==> config.mk <==
export PLATFORM = sky130hd
export DESIGN_NAME = aes128_block_ctrl
export DESIGN_NICKNAME = d
export VERILOG_FILES = /design/src/rtl/aes128_block_ctrl.sv
export SDC_FILE = /design/constraint.sdc
export NUM_CORES = 2
export LEC_CHECK = 0
export BUFFER_PORTS_ARGS = -buffer_cell sky130_fd_sc_hd__buf_2
export CORE_AREA = 2 2 365 367
export DETAILED_ROUTE_END_ITERATION = 12
export DIE_AREA = 0 0 367 369
export PLACE_DENSITY_LB_ADDON = 0.25
export SETUP_SLACK_MARGIN = 0.3
export SKIP_CTS_REPAIR_TIMING = 1
export SLEW_MARGIN = 20
export SYNTH_ARGS = -nofsm -noshare
export SYNTH_HDL_FRONTEND = slang
export SYNTH_SLANG_ARGS = --single-unit
==> constraint.sdc <==
create_clock -name clk_i -period 2.1 [get_ports clk_i]
set_input_delay 0.105 -clock clk_i [delete_from_list [all_inputs] [get_ports clk_i]]
set_output_delay 0.105 -clock clk_i [all_outputs]
set_load 0.02 [all_outputs]
==> src/rtl/aes128_block_ctrl.sv <==
// Block sequencer in front of the iterative AES-128 core: ECB/CBC chaining,
// valid/ready in and out, one block in flight, chain register and block counter.

module aes128_lane_xor #(
    parameter int VEC_W = 32
) (
    input  logic [VEC_W-1:0] a,
    input  logic [VEC_W-1:0] b,
    input  logic             en,
    output logic [VEC_W-1:0] y
);
    assign y = en ? (a ^ b) : a;
endmodule

module aes128_block_ctrl #(
    parameter int CNT_W     = 16,
    parameter int NUM_LANES = 4,
    parameter int VEC_W     = 32
) (
    input  logic             clk_i,
    input  logic             rst_i,
    input  logic             cfg_cbc_i,
    input  logic             cfg_decrypt_i,
    input  logic [127:0]     key_i,
    input  logic [127:0]     iv_i,
    input  logic             iv_load_i,
    input  logic             in_valid_i,
    output logic             in_ready_o,
    input  logic [127:0]     in_data_i,
    output logic             out_valid_o,
    input  logic             out_ready_i,
    output logic [127:0]     out_data_o,
    output logic             core_start_o,
    output logic [1:0]       core_op_o,
    output logic [127:0]     core_key_o,
    output logic [127:0]     core_data_o,
    input  logic [127:0]     core_result_i,
    input  logic             core_valid_i,
    input  logic             core_ready_i,
    output logic             busy_o,
    output logic [CNT_W-1:0] block_count_o
);
    typedef enum logic [1:0] {IDLE, ISSUE, WAIT_CORE, OUTPUT} state_t;

    typedef struct packed {
        logic cbc;
        logic decrypt;
    } blk_cfg_t;

    localparam logic [CNT_W-1:0] CNT_ONE = CNT_W'(1);

    state_t   state_q, state_d;
    blk_cfg_t cfg_q;

    logic [NUM_LANES-1:0][VEC_W-1:0] key_q, blk_q, core_data_q, chain_q, out_q;
    logic [NUM_LANES-1:0][VEC_W-1:0] pre_xor, post_xor;
    logic                            out_valid_q;
    logic [CNT_W-1:0]                cnt_q;

    logic accept, core_done, out_done, pre_en, post_en;

    assign accept    = in_valid_i && in_ready_o;
    assign core_done = (state_q == WAIT_CORE) && core_valid_i && core_ready_i;
    assign out_done  = (state_q == OUTPUT) && out_ready_i;

    // Pre-whitening uses the live config (it happens at accept); post-whitening
    // uses the latched config of the block in flight.
    assign pre_en  = cfg_cbc_i && !cfg_decrypt_i;
    assign post_en = cfg_q.cbc && cfg_q.decrypt;

    for (genvar l = 0; l < NUM_LANES; l++) begin : g_lane
        aes128_lane_xor #(.VEC_W(VEC_W)) u_pre (
            .a  (in_data_i[l*VEC_W +: VEC_W]),
            .b  (chain_q[l]),
            .en (pre_en),
            .y  (pre_xor[l])
        );
        aes128_lane_xor #(.VEC_W(VEC_W)) u_post (
            .a  (core_result_i[l*VEC_W +: VEC_W]),
            .b  (chain_q[l]),
            .en (post_en),
            .y  (post_xor[l])
        );
    end

    always_ff @(posedge clk_i) begin
        if (rst_i) state_q <= IDLE;
        else       state_q <= state_d;
    end

    always_comb begin
        state_d = state_q;
        case (state_q)
            IDLE:      if (accept)    state_d = ISSUE;
            ISSUE:                    state_d = WAIT_CORE;
            WAIT_CORE: if (core_done) state_d = OUTPUT;
            OUTPUT:    if (out_done)  state_d = IDLE;
            default:                  state_d = IDLE;
        endcase
    end

    always_comb begin
        in_ready_o   = (state_q == IDLE) && !iv_load_i && core_ready_i;
        core_start_o = (state_q == ISSUE);
        busy_o       = (state_q != IDLE);
    end

    always_ff @(posedge clk_i) begin
        if (rst_i) begin
            cfg_q       <= '0;
            key_q       <= '0;
            blk_q       <= '0;
            core_data_q <= '0;
            chain_q     <= '0;
            out_q       <= '0;
            out_valid_q <= 1'b0;
            cnt_q       <= '0;
        end else begin
            if ((state_q == IDLE) && iv_load_i) begin
                chain_q <= iv_i;
                cnt_q   <= '0;
            end
            if (accept) begin
                cfg_q       <= '{cbc: cfg_cbc_i, decrypt: cfg_decrypt_i};
                key_q       <= key_i;
                blk_q       <= in_data_i;
                core_data_q <= pre_xor;
            end
            if (core_done) begin
                out_q       <= post_xor;
                out_valid_q <= 1'b1;
                cnt_q       <= cnt_q + CNT_ONE;
                // CBC decrypt chains on the ciphertext that went in, encrypt on the one that came out
                if (cfg_q.cbc) chain_q <= cfg_q.decrypt ? blk_q : core_result_i;
            end
            if (out_done) out_valid_q <= 1'b0;
        end
    end

    assign core_op_o     = {1'b0, cfg_q.decrypt};
    assign core_key_o    = key_q;
    assign core_data_o   = core_data_q;
    assign out_valid_o   = out_valid_q;
    assign out_data_o    = out_q;
    assign block_count_o = cnt_q;

endmodule

### Word-level counts from Yosys, hierarchy flattened

Cells that the tools add are included.

| word-level totals | value |
|---|---|
| bits in registers | 661 |
| input port bits | 521 |
| output and inout bits | 406 |

| operators by class | value |
|---|---|
| add/subtract/negate cells | 1 |
| equal/unequal tests | 6 |
| muxes and demuxes | 18 |
| bitwise operators | 8 |
| reduce and logical (&&, ||, !) cells | 16 |

Operator list:

| operator | count |
|---|---|
| 2-to-1 mux 128 bit | 4 |
| 2-to-1 mux 32 bit | 8 |
| XOR 32 bit | 8 |
| 2-to-1 mux 16 bit | 2 |
| adder 16 x 1 -> 16 bit, second input constant | 1 |
| logical AND 1 bit | 9 |
| case mux 2 bit (4 select lines) | 1 |
| 2-to-1 mux 2 bit | 3 |
| inequality test 2 bit, second input constant | 3 |
| == test 2 bit, second input constant | 2 |
| nonzero test 2 bit | 2 |
| AND reduction 3 bit | 1 |
| == test 2 x 1 -> 1 bit, second input constant | 1 |
| zero test 1 bit | 2 |
| zero test 2 bit | 1 |
| OR reduction 2 bit | 1 |

### Logic depth before layout (Yosys ltp)

| logic depth | value |
|---|---|
| depth after elaboration | 6 |
| gate-level depth with buffers | 10 |
| gate-level depth less buffers | 6 |

### Cells and area by module

From an unflattened synthesis, not the netlist that was laid out.

| unflattened totals | value |
|---|---|
| cell total of the unflattened synthesis | 3774 |
| area total of the unflattened synthesis | 29072.9 µm² |

Modules (own cells, without submodules):

| module | times used | cells an instance | area each (µm²) | sequential area each (µm²) |
|---|---|---|---|---|
| aes128_block_ctrl | 1 | 3238 | 25599.6 | 13232.7 |
| aes128_lane_xor | 8 | 67 | 434.2 | 0.0 |

### Worst setup path before layout

OpenSTA, ideal clock, no wires.

| timing path | value |
|---|---|
| path type | register to register |
| from | reg state_q[0] |
| to | reg chain_q[10] (netlist bit) |
| arrival time | 1.597 ns |
| data required time | 1.958 ns |
| slack | 0.360 ns |
| cell stages (with the launch flop) | 9 |
| cells stage by stage | dfxtp_1 > inv_1 > ha_1 > and3_1 > buf_4 > nand2_2 > buf_2 > clkbuf_1 > a311oi_1 |

| on the way | value |
|---|---|
| longest elaborated chain between the ends | 5 |

Ends and longest elaborated chain:

| element | RTL line | RTL |
|---|---|---|
| start, declared | 52 | `state_t state_q, state_d;` |
| start signal, assigned | 88 | `else state_q <= state_d;` |
| zero test 2 bit | 119 | `if ((state_q == IDLE) && iv_load_i) begin` |
| logical AND 1 bit | 119 |  |
| 2-to-1 mux 128 bit | 119 |  |
| 2-to-1 mux 128 bit | 134 | `if (cfg_q.cbc) chain_q <= cfg_q.decrypt ? blk_q : core_result_i;` |
| 2-to-1 mux 128 bit * | 129 | `if (core_done) begin` |
| end signal, assigned | 120 | `chain_q <= iv_i;` |
| end signal, assigned | 134 |  |
| end, declared | 55 | `logic [NUM_LANES-1:0][VEC_W-1:0] key_q, blk_q, core_data_q, chain_q, out_q;` |

Every way passes the cells marked *; elsewhere a longest branch is shown, timed or not.
A chain may end at the register's enable or synchronous reset.

### Final worst setup path

| timing path | value |
|---|---|
| from | reg state_q[0] |
| to | reg core_data_q (netlist bit core_data_o[38]) |

| on the way | value |
|---|---|
| longest elaborated chain between the ends | 4 |

Ends and longest elaborated chain:

| element | RTL line | RTL |
|---|---|---|
| zero test 2 bit | 103 | `in_ready_o = (state_q == IDLE) && !iv_load_i && core_ready_i;` |
| logical AND 1 bit (2 in series) | 103 |  |
| logical AND 1 bit | 62 | `assign accept = in_valid_i && in_ready_o;` |
| end signal, assigned | 127 | `core_data_q <= pre_xor;` |
| end, declared | 55 |  |

No other way between the ends.

==> run metrics <==
status finished with violations; violated checks hold timing; final WL 146000 µm; drt drc 0; worst endpoint required time 2.68 ns; DP HPWL 93000 µm; Max Clock Skew 0.0239 ns; Clock transition at path regs 0.06 ns; initial antenna violation count 19; cell family with most CP delay buffers and inverters; dpl cells 6037; Max Clk Rate 0.520 GHz; vias in the first global route 27200; sw frac 0.324; Final GP Congestion 0.817; number of flops mapped to enable cells by yosys 0; YS warnings 0; Worst Hold Depth 4; hold_sp core_result_i[31]; drt via density 4.65; library cells used by synthesis 44; DR vias 31600; Main synth FF type dfxtp_1; drt pass-1 iters 5; Yosys top cell by area dfxtp_1; Cells after Synth 3527; Place WS 0.0622 ns; WL/cell 21.5 µm; sequential share of the synthesized area 0.453; global-route wire length before repair 183000 µm; Worst Hold End chain_q[31]; R2R depth 10; P_int 26.8 mW; largest net degree at the start of global routing 137; Logic pwr share 0.264; Final Hold Fails 1; count leader, synth nand2_1; Reg area 0.0132 mm²; core area 0.131 mm²; final setup TNS 0 ns; Max Root-Sink Buffers 3; Worst path most repeated cell clkbuf_16; CTS tree yes; Slowest-stage cell, CP dfxtp_4; die width 367 µm; main area contributors after synthesis dfxtp_1 (45%), nand2_1 (12%), a211oi_1 (8.0%), xor2_1 (7.7%), a21oi_1 (4.5%); htree depth 3; unrepaired setup endpoints after global routing true; FF-to-FF setup slack 0.18 ns; gr usage total 0.177; area grow syn2layout 57.9%; syn_area_per_cell 8.28 µm²; maximum VDD drop 587 µV; clk_lat worst skew 0.67 ns; die area 0.135 mm²; Initial Util 0.223; nets@finish 5487; WP data arrival 2.50 ns; CTS buffer count 83; Max Cap Viol 0; max incr delay on CP 0.36 ns; Row Count 133; crit end category register; fraction of registers with async set/reset 0; Pins Over Slew Limit 0; Clk pwr share 0.365; top cells by count, synth nand2_1 (910), dfxtp_1 (661), a211oi_1 (311); Setup CP Type register to register; clock root buffer clkbuf_16; top cell type's share of synthesized area 0.453; io pins 927; Slew @ Worst Pin 0.864 ns; Util after Layout 0.352; post-route insts no fill 6783; Critical path buffers and inverters 5; Final Hold Slack -0.0194 ns; DR iter-0 viols 2321; Flop pwr share 0.371; reg2reg start state_q[0]; Worst Path Max Fanout 8; FF-to-FF End core_data_o[38]; Final setup viols 0; Switch Pwr 12.9 mW; P per Cell Area 859 mW/mm²; crit-path cells inv_4 > ha_4 > nand2_4 > nor3b_4 > clkbuf_16 > buf_16 > clkbuf_16 > buf_12 > nor2_1 > a211oi_2; I/O Buffers 925; Filler Cells Inserted 13700; Detail Route Antenna Nets 0; CTS Sinks 661; share of cells above drive strength 1 0.283; min-delay worst type primary input to register; area occupied by multi-input gates 0.0147 mm²; Die Ht 369 µm; overflow left after global routing 0; final setup margin 0.177 ns; Pleak 17.9 nW; Tmin final 1.92 ns; Tcrit/Tclk final 0.916; syn_nets 4054; Rel. slew slack 0.424; startpoint types register; post-synthesis cell area 0.0292 mm²; Yosys reg bits 661
==> final cells by class <==
cell class / count / share of cell area
multi-input cells: 2540 / 0.318
repair buffers: 1667 / 0.288
flip-flops and latches: 661 / 0.287
clock buffers: 119 / 0.0531
well taps: 1755 / 0.0476
clock inverters: 21 / 0.00521
diodes: 13 / 0.000705
inverters: 7 / 0.000678
==> state kept, by name (all words and copies together) (netlist names) <==
signal         cells
blk_q            128
chain_q          128
core_data_o      128
core_key_o       128
out_data_o       128
block_count_o     16
state_q            2
cfg_q              1
core_op_o          1
out_valid_o        1
==> cells by family (layout without fill, tap and decap cells) <==
logic type      count (synthesis)  after routing  share of synthesized area
simple gates                 1472           1472                      0.209
compound gates                795            795                      0.200
flops                         661            661                      0.453
buf+inv                       326           1814                     0.0558
xor+xnor                      259            259                     0.0777
mux                             7              7                    0.00253
fa+ha+maj                       6              6                    0.00257
other cells                     1             14                   0.000128
==> power groups by stage <==
stage                     Combinational, mW  Sequential (mW)  Clock (mW)
after global routing                   11.1             14.9        15.3
after global placement                 8.10             14.9           0
final                                  10.5             14.7        14.5
after CTS                              8.15             14.7        14.8
after detailed placement               8.13             14.9           0
after floorplan                        3.88             15.5           0
==> metal layers <==
layer / track usage / share of wire
met1: 0.229 / 0.44
met2: 0.286 / 0.47
met3: 0.0450 / 0.065
met4: 0.0611 / 0.027
met5: 0 / 0.000075
==> stage by stage <==
| step | total power, mW | hold slack [ns] | area, µm² |
|---|---|---|---|
| 4_1_cts | 37.7 | -0.418 | 39000 |
| 3_5_place_dp | 23.1 | 0.318 | 36400 |
| 5_1_grt | 41.3 | -0.00100 | 46100 |
| 2_1_floorplan | 19.4 | 0.204 | 29200 |
| 3_3_place_gp | 23.0 | 0.313 | 36400 |
| 6_report | 39.6 | -0.0194 | 46100 |
==> worst max path at each step <==
stage | startpoint | to | slack (ns) | cells after the start
after floorplan | state_q[0] | chain_q[10] | 0.36 | 8
after global placement | state_q[1] | core_key_o[33] | 0.12 | 8
after detailed placement | state_q[0] | core_data_o[107] | 0.06 | 9
after CTS | state_q[0] | busy_o | -0.28 | 6
after global routing | state_q[0] | core_data_o[8] | 0.12 | 10
final | state_q[0] | core_data_o[38] | 0.18 | 10
==> worst register-to-register path: stages, from the launching register on <==
cell and delay [ns]:
dfxtp_4 0.36, inv_4 0.07, ha_4 0.17, nand2_4 0.06
nor3b_4 0.19, clkbuf_16 0.19, buf_16 0.16, clkbuf_16 0.24
buf_12 0.16, nor2_1 0.05, a211oi_2 0.17
==> placed cells by master, fill, tap and decap left out, drive strengths merged, types with 7 or more instances in the layout <==
cell type / netlist / layout
buf: 178 / 1116
a311oi: 129 / 129
diode: 0 / 13
a211oi: 385 / 385
nand3: 134 / 134
clkinv: 0 / 13
inv: 7 / 9
dlygate4sd3: 0 / 514
a21oi: 265 / 265
nand2: 911 / 911
clkbuf: 141 / 156
dfxtp: 661 / 661
nor2b: 131 / 131
o21ai: 7 / 7
xor2: 257 / 257
nor2: 274 / 274
(Power assumes the default switching activity.)
